--- config.mk ---
export PLATFORM = sky130hd
export DESIGN_NAME = seg7_display_ctrl_flat
export DESIGN_NICKNAME = d
export VERILOG_FILES = /design/src/rtl/seg7_ctrl_pkg.sv /design/src/rtl/seg7_display_ctrl_if.sv /design/src/rtl/seg7_tick_gen.sv /design/src/rtl/seg7_display_ctrl.sv /design/src/flat_wrapper.sv
export SDC_FILE = /design/constraint.sdc
export NUM_CORES = 1
export LEC_CHECK = 0
export ABC_AREA = 1
export CORE_MARGIN = 1
export CORE_UTILIZATION = 28
export CTS_BUF_LIST = sky130_fd_sc_hd__clkbuf_4 sky130_fd_sc_hd__clkbuf_8
export DETAILED_ROUTE_END_ITERATION = 6
export GPL_TIMING_DRIVEN = 0
export PLACE_DENSITY = 0.45
export SLEW_MARGIN = 30
export SYNTH_ARGS = -nofsm -noshare
export SYNTH_HDL_FRONTEND = slang
export SYNTH_SLANG_ARGS = --single-unit
--- constraint.sdc ---
create_clock -name MAX10_CLK1_50 -period 2.2 [get_ports MAX10_CLK1_50]
set_input_delay 0.55 -clock MAX10_CLK1_50 [delete_from_list [all_inputs] [get_ports MAX10_CLK1_50]]
set_output_delay 0.55 -clock MAX10_CLK1_50 [all_outputs]
set_load 0.1 [all_outputs]
--- src/rtl/seg7_ctrl_pkg.sv ---
// -----------------------------------------------------------------------------
// seg7_ctrl_pkg
// Shared types and constants for the six-digit seven-segment sequencing
// controller.
//   mode_e   : load mode code carried on the load bus (2 bits)
//   state_e  : controller FSM state
//   helpers  : mode-to-state mapping and one-digit left rotations
// -----------------------------------------------------------------------------
package seg7_ctrl_pkg;

    localparam int          NUM_DIGITS = 6;
    localparam int          DIG_W      = 4 * NUM_DIGITS;
    localparam logic [5:0]  BLANK_ALL  = 6'h3F;

    typedef enum logic [1:0] {
        MODE_STATIC = 2'd0,
        MODE_SCROLL = 2'd1,
        MODE_BLINK  = 2'd2,
        MODE_RSVD   = 2'd3
    } mode_e;

    typedef enum logic [1:0] {
        ST_STATIC = 2'd0,
        ST_SCROLL = 2'd1,
        ST_BLINK  = 2'd2
    } state_e;

    // The reserved code is deliberately folded onto the static behaviour.
    function automatic state_e mode_to_state(input mode_e m);
        state_e s;
        case (m)
            MODE_SCROLL: s = ST_SCROLL;
            MODE_BLINK:  s = ST_BLINK;
            default:     s = ST_STATIC;
        endcase
        return s;
    endfunction

    // Rotate the digit nibbles left by one digit: the top digit wraps to HEX0.
    function automatic logic [DIG_W-1:0] rotl_digits(input logic [DIG_W-1:0] d);
        return {d[DIG_W-5:0], d[DIG_W-1:DIG_W-4]};
    endfunction

    // Rotate the blank mask in step with the digits.
    function automatic logic [NUM_DIGITS-1:0] rotl_blank(input logic [NUM_DIGITS-1:0] b);
        return {b[NUM_DIGITS-2:0], b[NUM_DIGITS-1]};
    endfunction

endpackage

--- src/rtl/seg7_display_ctrl_if.sv ---
// -----------------------------------------------------------------------------
// seg7_display_ctrl_if
// Load bus for the seven-segment controller (valid/ready handshake).
//   load_valid  master -> slave  load request
//   load_ready  slave  -> master controller can accept a load
//   load_data   master -> slave  24-bit value, digit i = [4i+3:4i]
//   load_mode   master -> slave  0 static, 1 scroll, 2 blink, 3 reserved
//   load_blank  master -> slave  per-digit blank mask
// -----------------------------------------------------------------------------
interface seg7_display_ctrl_if;

    logic        load_valid;
    logic        load_ready;
    logic [23:0] load_data;
    logic [1:0]  load_mode;
    logic [5:0]  load_blank;

    modport master (
        output load_valid,
        output load_data,
        output load_mode,
        output load_blank,
        input  load_ready
    );

    modport slave (
        input  load_valid,
        input  load_data,
        input  load_mode,
        input  load_blank,
        output load_ready
    );

endinterface

--- src/rtl/seg7_tick_gen.sv ---
// -----------------------------------------------------------------------------
// seg7_tick_gen
// Free-running prescaler producing a one-cycle tick every CLK_HZ/TICK_HZ
// cycles. A synchronous restart forces the count back to zero so the next
// tick lands exactly TICK_DIV cycles after the restart edge.
//   clk_i      clock, rising edge
//   rst_ni     asynchronous active-low reset
//   restart_i  synchronous restart of the count (wins over the wrap)
//   tick_o     high while the count equals TICK_DIV-1
// TICK_DIV = CLK_HZ/TICK_HZ must be at least 2.
// -----------------------------------------------------------------------------
module seg7_tick_gen #(
    parameter int CLK_HZ  = 50_000_000,
    parameter int TICK_HZ = 4
) (
    input  logic clk_i,
    input  logic rst_ni,
    input  logic restart_i,
    output logic tick_o
);

    localparam int TICK_DIV = CLK_HZ / TICK_HZ;
    localparam int CNT_W    = (TICK_DIV > 1) ? $clog2(TICK_DIV) : 1;
    localparam logic [CNT_W-1:0] CNT_LAST = CNT_W'(TICK_DIV - 1);

    logic [CNT_W-1:0] count_q, count_d;

    assign tick_o = (count_q == CNT_LAST);

    always_comb begin
        count_d = count_q + CNT_W'(1);
        if (restart_i || tick_o) begin
            count_d = '0;
        end
    end

    always_ff @(posedge clk_i or negedge rst_ni) begin
        if (!rst_ni) begin
            count_q <= '0;
        end else begin
            count_q <= count_d;
        end
    end

endmodule

--- src/rtl/seg7_display_ctrl.sv ---
// -----------------------------------------------------------------------------
// seg7_display_ctrl
// Sequencing controller for the six-digit DE10-Lite seven-segment display.
// Accepts a value on the load bus and presents it to the external LUT
// decoder as static, a one-shot six-step scroll, or blinking.
//   MAX10_CLK1_50  clock, rising edge
//   reset_n        asynchronous active-low reset
//   load_if        load bus (slave side)
//   dig_out        24 bits of digit nibbles to the decoder
//   blank_out      per-digit blank (1 = digit dark)
//   busy           high while a scroll is in progress
//   tick           prescaler pulse, exported for debug
// -----------------------------------------------------------------------------
module seg7_display_ctrl
    import seg7_ctrl_pkg::*;
#(
    parameter int CLK_HZ  = 50_000_000,
    parameter int TICK_HZ = 4
) (
    input  logic                     MAX10_CLK1_50,
    input  logic                     reset_n,
    seg7_display_ctrl_if.slave       load_if,
    output logic [DIG_W-1:0]         dig_out,
    output logic [NUM_DIGITS-1:0]    blank_out,
    output logic                     busy,
    output logic                     tick
);

    localparam logic PHASE_ON = 1'b1;

    state_e                  state_q, state_d;
    logic [DIG_W-1:0]        dig_q,   dig_d;
    logic [NUM_DIGITS-1:0]   blank_q, blank_d;
    logic [NUM_DIGITS-1:0]   base_q,  base_d;    // mask restored in blink ON phase
    logic [2:0]              step_q,  step_d;    // scroll rotations applied so far
    logic                    phase_q, phase_d;   // blink phase, 1 = ON

    logic ready_w;
    logic accept_w;
    logic tick_w;

    assign ready_w          = (state_q != ST_SCROLL);
    assign accept_w         = load_if.load_valid && ready_w;
    assign load_if.load_ready = ready_w;

    // An accepted load restarts the prescaler, so a tick in the same cycle
    // is simply dropped along with whatever it would have done.
    seg7_tick_gen #(
        .CLK_HZ  (CLK_HZ),
        .TICK_HZ (TICK_HZ)
    ) u_tick_gen (
        .clk_i     (MAX10_CLK1_50),
        .rst_ni    (reset_n),
        .restart_i (accept_w),
        .tick_o    (tick_w)
    );

    always_comb begin
        state_d = state_q;
        dig_d   = dig_q;
        blank_d = blank_q;
        base_d  = base_q;
        step_d  = step_q;
        phase_d = phase_q;

        if (accept_w) begin
            dig_d   = load_if.load_data;
            blank_d = load_if.load_blank;
            base_d  = load_if.load_blank;
            step_d  = 3'd0;
            phase_d = PHASE_ON;
            state_d = mode_to_state(mode_e'(load_if.load_mode));
        end else if (tick_w) begin
            case (state_q)
                ST_SCROLL: begin
                    dig_d   = rotl_digits(dig_q);
                    blank_d = rotl_blank(blank_q);
                    // Six rotations bring the value back to where it started.
                    if (step_q == 3'(NUM_DIGITS - 1)) begin
                        step_d  = 3'd0;
                        state_d = ST_STATIC;
                    end else begin
                        step_d = step_q + 3'd1;
                    end
                end
                ST_BLINK: begin
                    phase_d = ~phase_q;
                    // Leaving ON goes fully dark; returning to ON restores the mask.
                    blank_d = (phase_q == PHASE_ON) ? BLANK_ALL : base_q;
                end
                default: begin
                end
            endcase
        end
    end

    always_ff @(posedge MAX10_CLK1_50 or negedge reset_n) begin
        if (!reset_n) begin
            state_q <= ST_STATIC;
            dig_q   <= '0;
            blank_q <= BLANK_ALL;
            base_q  <= BLANK_ALL;
            step_q  <= 3'd0;
            phase_q <= PHASE_ON;
        end else begin
            state_q <= state_d;
            dig_q   <= dig_d;
            blank_q <= blank_d;
            base_q  <= base_d;
            step_q  <= step_d;
            phase_q <= phase_d;
        end
    end

    assign dig_out   = dig_q;
    assign blank_out = blank_q;
    assign busy      = (state_q == ST_SCROLL);
    assign tick      = tick_w;

endmodule

--- src/flat_wrapper.sv ---
// flat-port wrapper written by rule: the top's interface ports become plain ports
module seg7_display_ctrl_flat import seg7_ctrl_pkg::*;
#(
    parameter int CLK_HZ  = 50_000_000,
    parameter int TICK_HZ = 4
)
  (MAX10_CLK1_50, reset_n, dig_out, blank_out, busy, tick, load_if_load_valid, load_if_load_data, load_if_load_mode, load_if_load_blank, load_if_load_ready);
  seg7_display_ctrl_if load_if_i ();
  input  logic MAX10_CLK1_50;
  input  logic reset_n;
  output logic [DIG_W-1:0] dig_out;
  output logic [NUM_DIGITS-1:0] blank_out;
  output logic busy;
  output logic tick;
  input wire logic [$bits(load_if_i.load_valid)-1:0] load_if_load_valid;
  input wire logic [$bits(load_if_i.load_data)-1:0] load_if_load_data;
  input wire logic [$bits(load_if_i.load_mode)-1:0] load_if_load_mode;
  input wire logic [$bits(load_if_i.load_blank)-1:0] load_if_load_blank;
  output wire logic [$bits(load_if_i.load_ready)-1:0] load_if_load_ready;
  assign load_if_i.load_valid = load_if_load_valid;
  assign load_if_i.load_data = load_if_load_data;
  assign load_if_i.load_mode = load_if_load_mode;
  assign load_if_i.load_blank = load_if_load_blank;
  assign load_if_load_ready = load_if_i.load_ready;
  seg7_display_ctrl #(.CLK_HZ(CLK_HZ), .TICK_HZ(TICK_HZ)) u_core (.MAX10_CLK1_50(MAX10_CLK1_50), .reset_n(reset_n), .load_if(load_if_i), .dig_out(dig_out), .blank_out(blank_out), .busy(busy), .tick(tick));
endmodule
Word-level counts from Yosys, hierarchy flattened
Cells that the tools add are included.
W data, S select, Z words.
- bits in registers: 66
- output and inout port bits: 33
- muxes and demuxes: 20
- reduce and logical (&&, ||, !) cells: 11
- equal/unequal tests: 7
- bitwise gates (word level): 1
- add/sub/neg operators: 2
- operator list (kind ; number):
    $mux W24 ; 4
    $add A24 B1 Y24 const B ; 1
    $eq A24 B24 Y1 const B ; 1
    $mux W6 ; 3
    $mux W3 ; 4
    $pmux W6 S2 ; 1
    $mux W2 ; 4
    $reduce_bool A2 Y1 ; 4
    $reduce_and A2 Y1 ; 3
    $eq A2 B1 Y1 const B ; 2
    $eq A2 B2 Y1 const B ; 2
    $pmux W2 S2 ; 1
    $add A3 B1 Y3 const B ; 1
    $eq A3 B3 Y1 const B ; 1
    $mux W1 ; 3
    $reduce_and A3 Y1 ; 1
    $reduce_bool A3 Y1 ; 1
    $ne A2 B1 Y1 const B ; 1
    $logic_and A1 B1 Y1 ; 1
    $logic_or A1 B1 Y1 ; 1
    $not A1 Y1 ; 1

Longest topological paths before layout
- depth in word-level cells: 5
- gate-level depth with buffers: 10
- gate-level depth less buffers: 9

Modules after synthesis
From an unflattened synthesis, not the netlist that was laid out.
- cells, all modules: 484
- area, all modules: 3567.2 sq um
- modules (own cells, without submodules) (module ; cells an instance ; times used ; area an instance (sq um)):
    seg7_display_ctrl ; 272 ; 1 ; 2057.0
    seg7_tick_gen ; 212 ; 1 ; 1510.2

Least setup slack after synthesis
OpenSTA, ideal clock, no wires.
- kind: register -> register
- from: register u_core.state_q[1]
- to: register u_core.dig_q[0], in the netlist u_core.dig_out[0]
- setup time: 121 ps
- path buffers: 1
- period minus slack after synthesis: 2637 ps
- stages on the path, launching flop included: 8
- path slack: -437 ps
- arrival time: 2516 ps
- path through: dfrtp_1 -> inv_1 -> nand2_1 -> inv_1 -> nand3_4 -> buf_2 -> nand3_1 -> nand2_1
- longest elaborated chain between the ends: 4
- ends and longest elaborated chain (what ; line ; text):
    start: declaration ; seg7_display_ctrl.sv:31 ; state_e state_q, state_d;
    start signal: assignment ; seg7_display_ctrl.sv:106 ; state_q <= state_d;
    $ne A2 B1 Y1 (*) ; seg7_display_ctrl.sv:42 ; assign ready_w = (state_q != ST_SCROLL);
    named net load_if_load_ready ; flat_wrapper.sv:19 ; output wire logic [$bits(load_if_i.load_ready)-1:0] load_if_load_ready;
    $logic_and A1 B1 Y1 (*) ; seg7_display_ctrl.sv:43 ; assign accept_w = load_if.load_valid && ready_w;
    $reduce_bool A2 Y1 (no line) ; - ;
    $reduce_and A2 Y1 (no line) ; - ;
    end signal: assignment ; seg7_display_ctrl.sv:107 ; dig_q <= dig_d;
    end: declaration ; seg7_display_ctrl.sv:32 ; logic [DIG_W-1:0] dig_q, dig_d;
Mark *: on every way through the listed nets, which the timed path passes. The rest lies on a longest branch.
A chain may end at the register's enable or synchronous reset.

Worst setup path in the final report
- from: register u_core.u_tick_gen.count_q[7]
- to: output tick
- longest elaborated chain between the ends: 1
- ends and longest elaborated chain (what ; line ; text):
    start: declaration ; seg7_tick_gen.sv:26 ; logic [CNT_W-1:0] count_q, count_d;
    start signal: assignment ; seg7_tick_gen.sv:41 ; count_q <= count_d;
    $eq A24 B24 Y1 ; seg7_tick_gen.sv:28 ; assign tick_o = (count_q == CNT_LAST);
    end: declaration ; flat_wrapper.sv:14 ; output logic tick;
No other way between the ends.

==> results.py <==
metrics = {
    "outcome": {
        "status": "complete, no violations",
    },
    "grt": {
        "grt_max_degree": 44,
        "grt_pass1_wl_mm": 17.4,
        "antenna_found_initial": 0,
        "grt.total_usage_pct": 17.0,
        "gr-total-overflow": 0,
        "grt_pass1_vias": 3389,
    },
    "drt": {
        "wirelength_mm": 10.6,
        "drc": 0,
        "via_per_inst": 4.38,
        "detail-route-antenna-nets": 0,
        "first_iter_violations": 136,
        "wl_per_cell_um": 13.1,
        "vias": 3545,
        "first_pass_iters": 4,
    },
    "setup_path": {
        "cp-end-kind": "output port",
        "slowest_delay_ps": 430,
        "crit_slowest_cell": "dfrtp_1",
        "setup.worst_path.start": "u_core.u_tick_gen.count_q[7]",
        "crit_arrival_ps": 1610,
        "cp_max_fo": 4,
        "crit_path_cell_trace": "nor2_1 -> nand2_1 -> nor2_2 -> nand3_2 -> inv_2 -> buf_12",
        "path_class": "flip-flop to output port",
        "rr_startpoint": "u_core.u_tick_gen.count_q[0]",
        "crit_path_start_kind": "flip-flop",
        "worstPathRequired_ps": 1650,
    },
    "finish": {
        "nets": 668,
        "ff_latch_area_sq_um": 1670,
        "drive_gt1_share_pct": 13.8,
        "area_growth_pct": 32.1,
        "nFillCells": 1399,
        "final_core_util_pct": 38.4,
        "multi_input_area_sq_um": 1790,
        "antennaDiodeCount": 0,
    },
    "placement": {
        "portBuffers": 67,
        "hpwl_mm": 7.98,
        "gp_congestion": 0.839,
    },
    "power_and_ir_drop": {
        "power_uw": 4810,
        "pwr-share-clk_pct": 22.7,
        "pwr-share-seq_pct": 33.7,
        "vdd_drop_max_uv": 499,
        "p_per_area_nw_per_um2": 981,
        "p_int_uw": 2480,
        "pwr-share-comb_pct": 43.6,
        "p_switching_uw": 2320,
        "p_leak_uw": 0.00240,
        "switching_share_pct": 48.3,
    },
    "cts": {
        "h-tree-depth": 3,
        "ctsHoldBuffers": 0,
        "clock-sinks": 66,
        "cts_root_buf": "clkbuf_8",
        "insertion_delay_ps": 360,
        "path_clk_slew_ps": 70,
        "cts_buffer_depth": 2,
        "numCtsBuffers": 9,
        "cts_tree": "yes",
    },
    "die": {
        "design.core.area_sq_um": 12800,
        "die_area_sq_um": 13700,
        "ios": 68,
        "start_util_pct": 29.0,
        "rows": 41,
        "die_x_um": 117,
        "die_h_um": 117,
    },
    "synthesis": {
        "yosysUniqueCellTypes": 29,
        "synth_top_area_share_pct": 35.8,
        "synth.avg_cell_area_sq_um": 6.79,
        "synth_area_leader_cell": "dfrtp_1",
        "synth_fp_nets": 582,
        "ys_seq_area_share_pct": 45.0,
        "yosys_warnings": 0,
        "syn_area_sq_um": 3710,
        "syn_inst": 546,
        "synth_area_leaders": "dfrtp_1 (36%), nand2_1 (24%), dfstp_2 (9.2%)",
        "yosys_register_bits": 66,
    },
    "timing": {
        "finalCritPeriodShare_pct": 98.2,
        "drv_slew": 0,
        "fin_skew_ps": 11.8,
        "hold_ws_ps": 88.5,
        "clock.fmax_ghz": 0.463,
        "final_hold_viol_count": 0,
        "period_needed_ps": 2160,
        "rsz0062_at_grt": "true",
        "worst_pin_slew_ps": 986,
        "setup_viol": 0,
        "maxSlewHeadroom_pct": 34.6,
    },
    "worst_hold_path": {
        "min_path_type": "primary input to asynchronous set/reset pin",
    },
    "run": {
        "maxCapViolCount": 0,
    },
}
-- final cells by class --
cell class	count	area share, %
Buffer	20	2.25
Clock buffer	11	3.09
Clock inverter	5	1.07
Inverter	49	3.83
Multi-Input combinational cell	411	36.5
Sequential cell	66	34.0
Tap cell	172	4.39
Timing Repair Buffer	75	14.8
-- layout by cell type, fill, tap and decap left out, drive strengths merged --
cell	n
clkbuf	20
o21ai	15
xnor2	1
nor3	14
a21oi	2
a31o	1
nand4	1
clkinvlp	2
nor2	71
xor2	5
dfrtp	53
buf	29
o211ai	1
inv	48
nand3	54
clkinv	3
dfstp	13
bufinv	1
ha	1
o21bai	1
nand2	244
clkdlybuf4s15	23
dlygate4sd2	1
clkdlybuf4s50	33
-- layer usage --
layer	vias to the layer above	share of wire, %	GRT usage (%)
met4	0	1.8	7.34
li1	1853	-	-
met3	14	2.5	3.04
met2	55	45	26.5
met5	-	0	0
met1	1623	50	23.2
-- worst max-delay path, delay by kind of cell, from the launching register on --
kind          cells  cell delay, ps
flops             1             430
simple gates      4             510
buf+inv           2             300
-- Yosys cell counts --
| master | count |
|---|---|
| xnor2_1 | 1 |
| nand3_2 | 1 |
| ha_1 | 1 |
| nand3_1 | 52 |
| nor2_4 | 1 |
| dfrtp_1 | 53 |
| xor2_1 | 5 |
| buf_1 | 2 |
| nor3_1 | 13 |
| nand3_4 | 1 |
| a31o_2 | 1 |
| nand2_4 | 1 |
| nand4_1 | 1 |
| nor2_2 | 1 |
| buf_2 | 13 |
| inv_1 | 48 |
| dfstp_2 | 13 |
| o21bai_1 | 1 |
| nand2_2 | 2 |
| nand2_1 | 241 |
| nor3_2 | 1 |
| buf_4 | 1 |
| inv_2 | 1 |
| a21oi_1 | 2 |
| nor2_1 | 69 |
| clkbuf_1 | 2 |
| buf_6 | 2 |
| o211ai_1 | 1 |
| o21ai_0 | 15 |
-- stage by stage --
stage / cell area, sq um / setup slack, ps / setup TNS (ps) / std cells
3_3_place_gp: 4610 / -1850 / -112240 / 785
5_1_grt: 4900 / -44.8 / -44.8 / 809
3_5_place_dp: 4630 / -832 / -1050 / 786
4_1_cts: 4860 / -28.0 / -28.0 / 802
2_1_floorplan: 3720 / 92.1 / 0 / 546
6_report: 4900 / 38.8 / 0 / 809
-- final timing paths --
path                                             endpoint  cells after the start  slack, ps
setup / recovery                                     tick                      6         40
hold / removal              u_core.u_tick_gen.count_q[11]                      1         90
setup reg to reg            u_core.u_tick_gen.count_q[17]                     10        390
hold reg to reg                       u_core.blank_out[2]                      2        480
max in group asynchronous               u_core.state_q[1]                      2       1580
min in group MAX10_CLK1_50            u_core.blank_out[2]                      2        480
-- flip-flops by register name, summed over array words and instances (netlist names) --
name and cells:
u_core.step_q 3, u_core.blank_out 6, u_core.state_q 2, u_core.phase_q 1, u_core.dig_out 24, u_core.u_tick_gen.count_q 24, u_core.base_q 6
-- repair_timing --
item                       4_1_cts  5_1_grt
setup endpoints to repair       33       24
pin swaps                        3        1
setup buffers                    0        7
gates resized for setup         69       29
gates cloned                     0        0
-- power by group through the flow --
stage	combinational (uW)	sequential (uW)	clock (uW)
after detailed placement	2170	1630	0
after CTS	2100	1620	1120
after global routing	2240	1650	1190
after global placement	2170	1640	0
final	2100	1620	1090
after floorplan	479	2750	0
-- kinds of logic (layout without fill, tap and decap cells) --
kind of cell | after synthesis | in the layout | share of synthesized area, %
XOR/XNOR | 6 | 6 | 1.42
adder cells (fa/ha/maj) | 1 | 1 | 0.337
flip-flops | 66 | 66 | 45.0
AND/OR/NAND/NOR | 384 | 384 | 42.4
AO/OA/AOI/OAI | 20 | 20 | 2.93
buffers and inverters | 69 | 160 | 7.93
No activity file was read; power rests on OpenSTA's default activity.
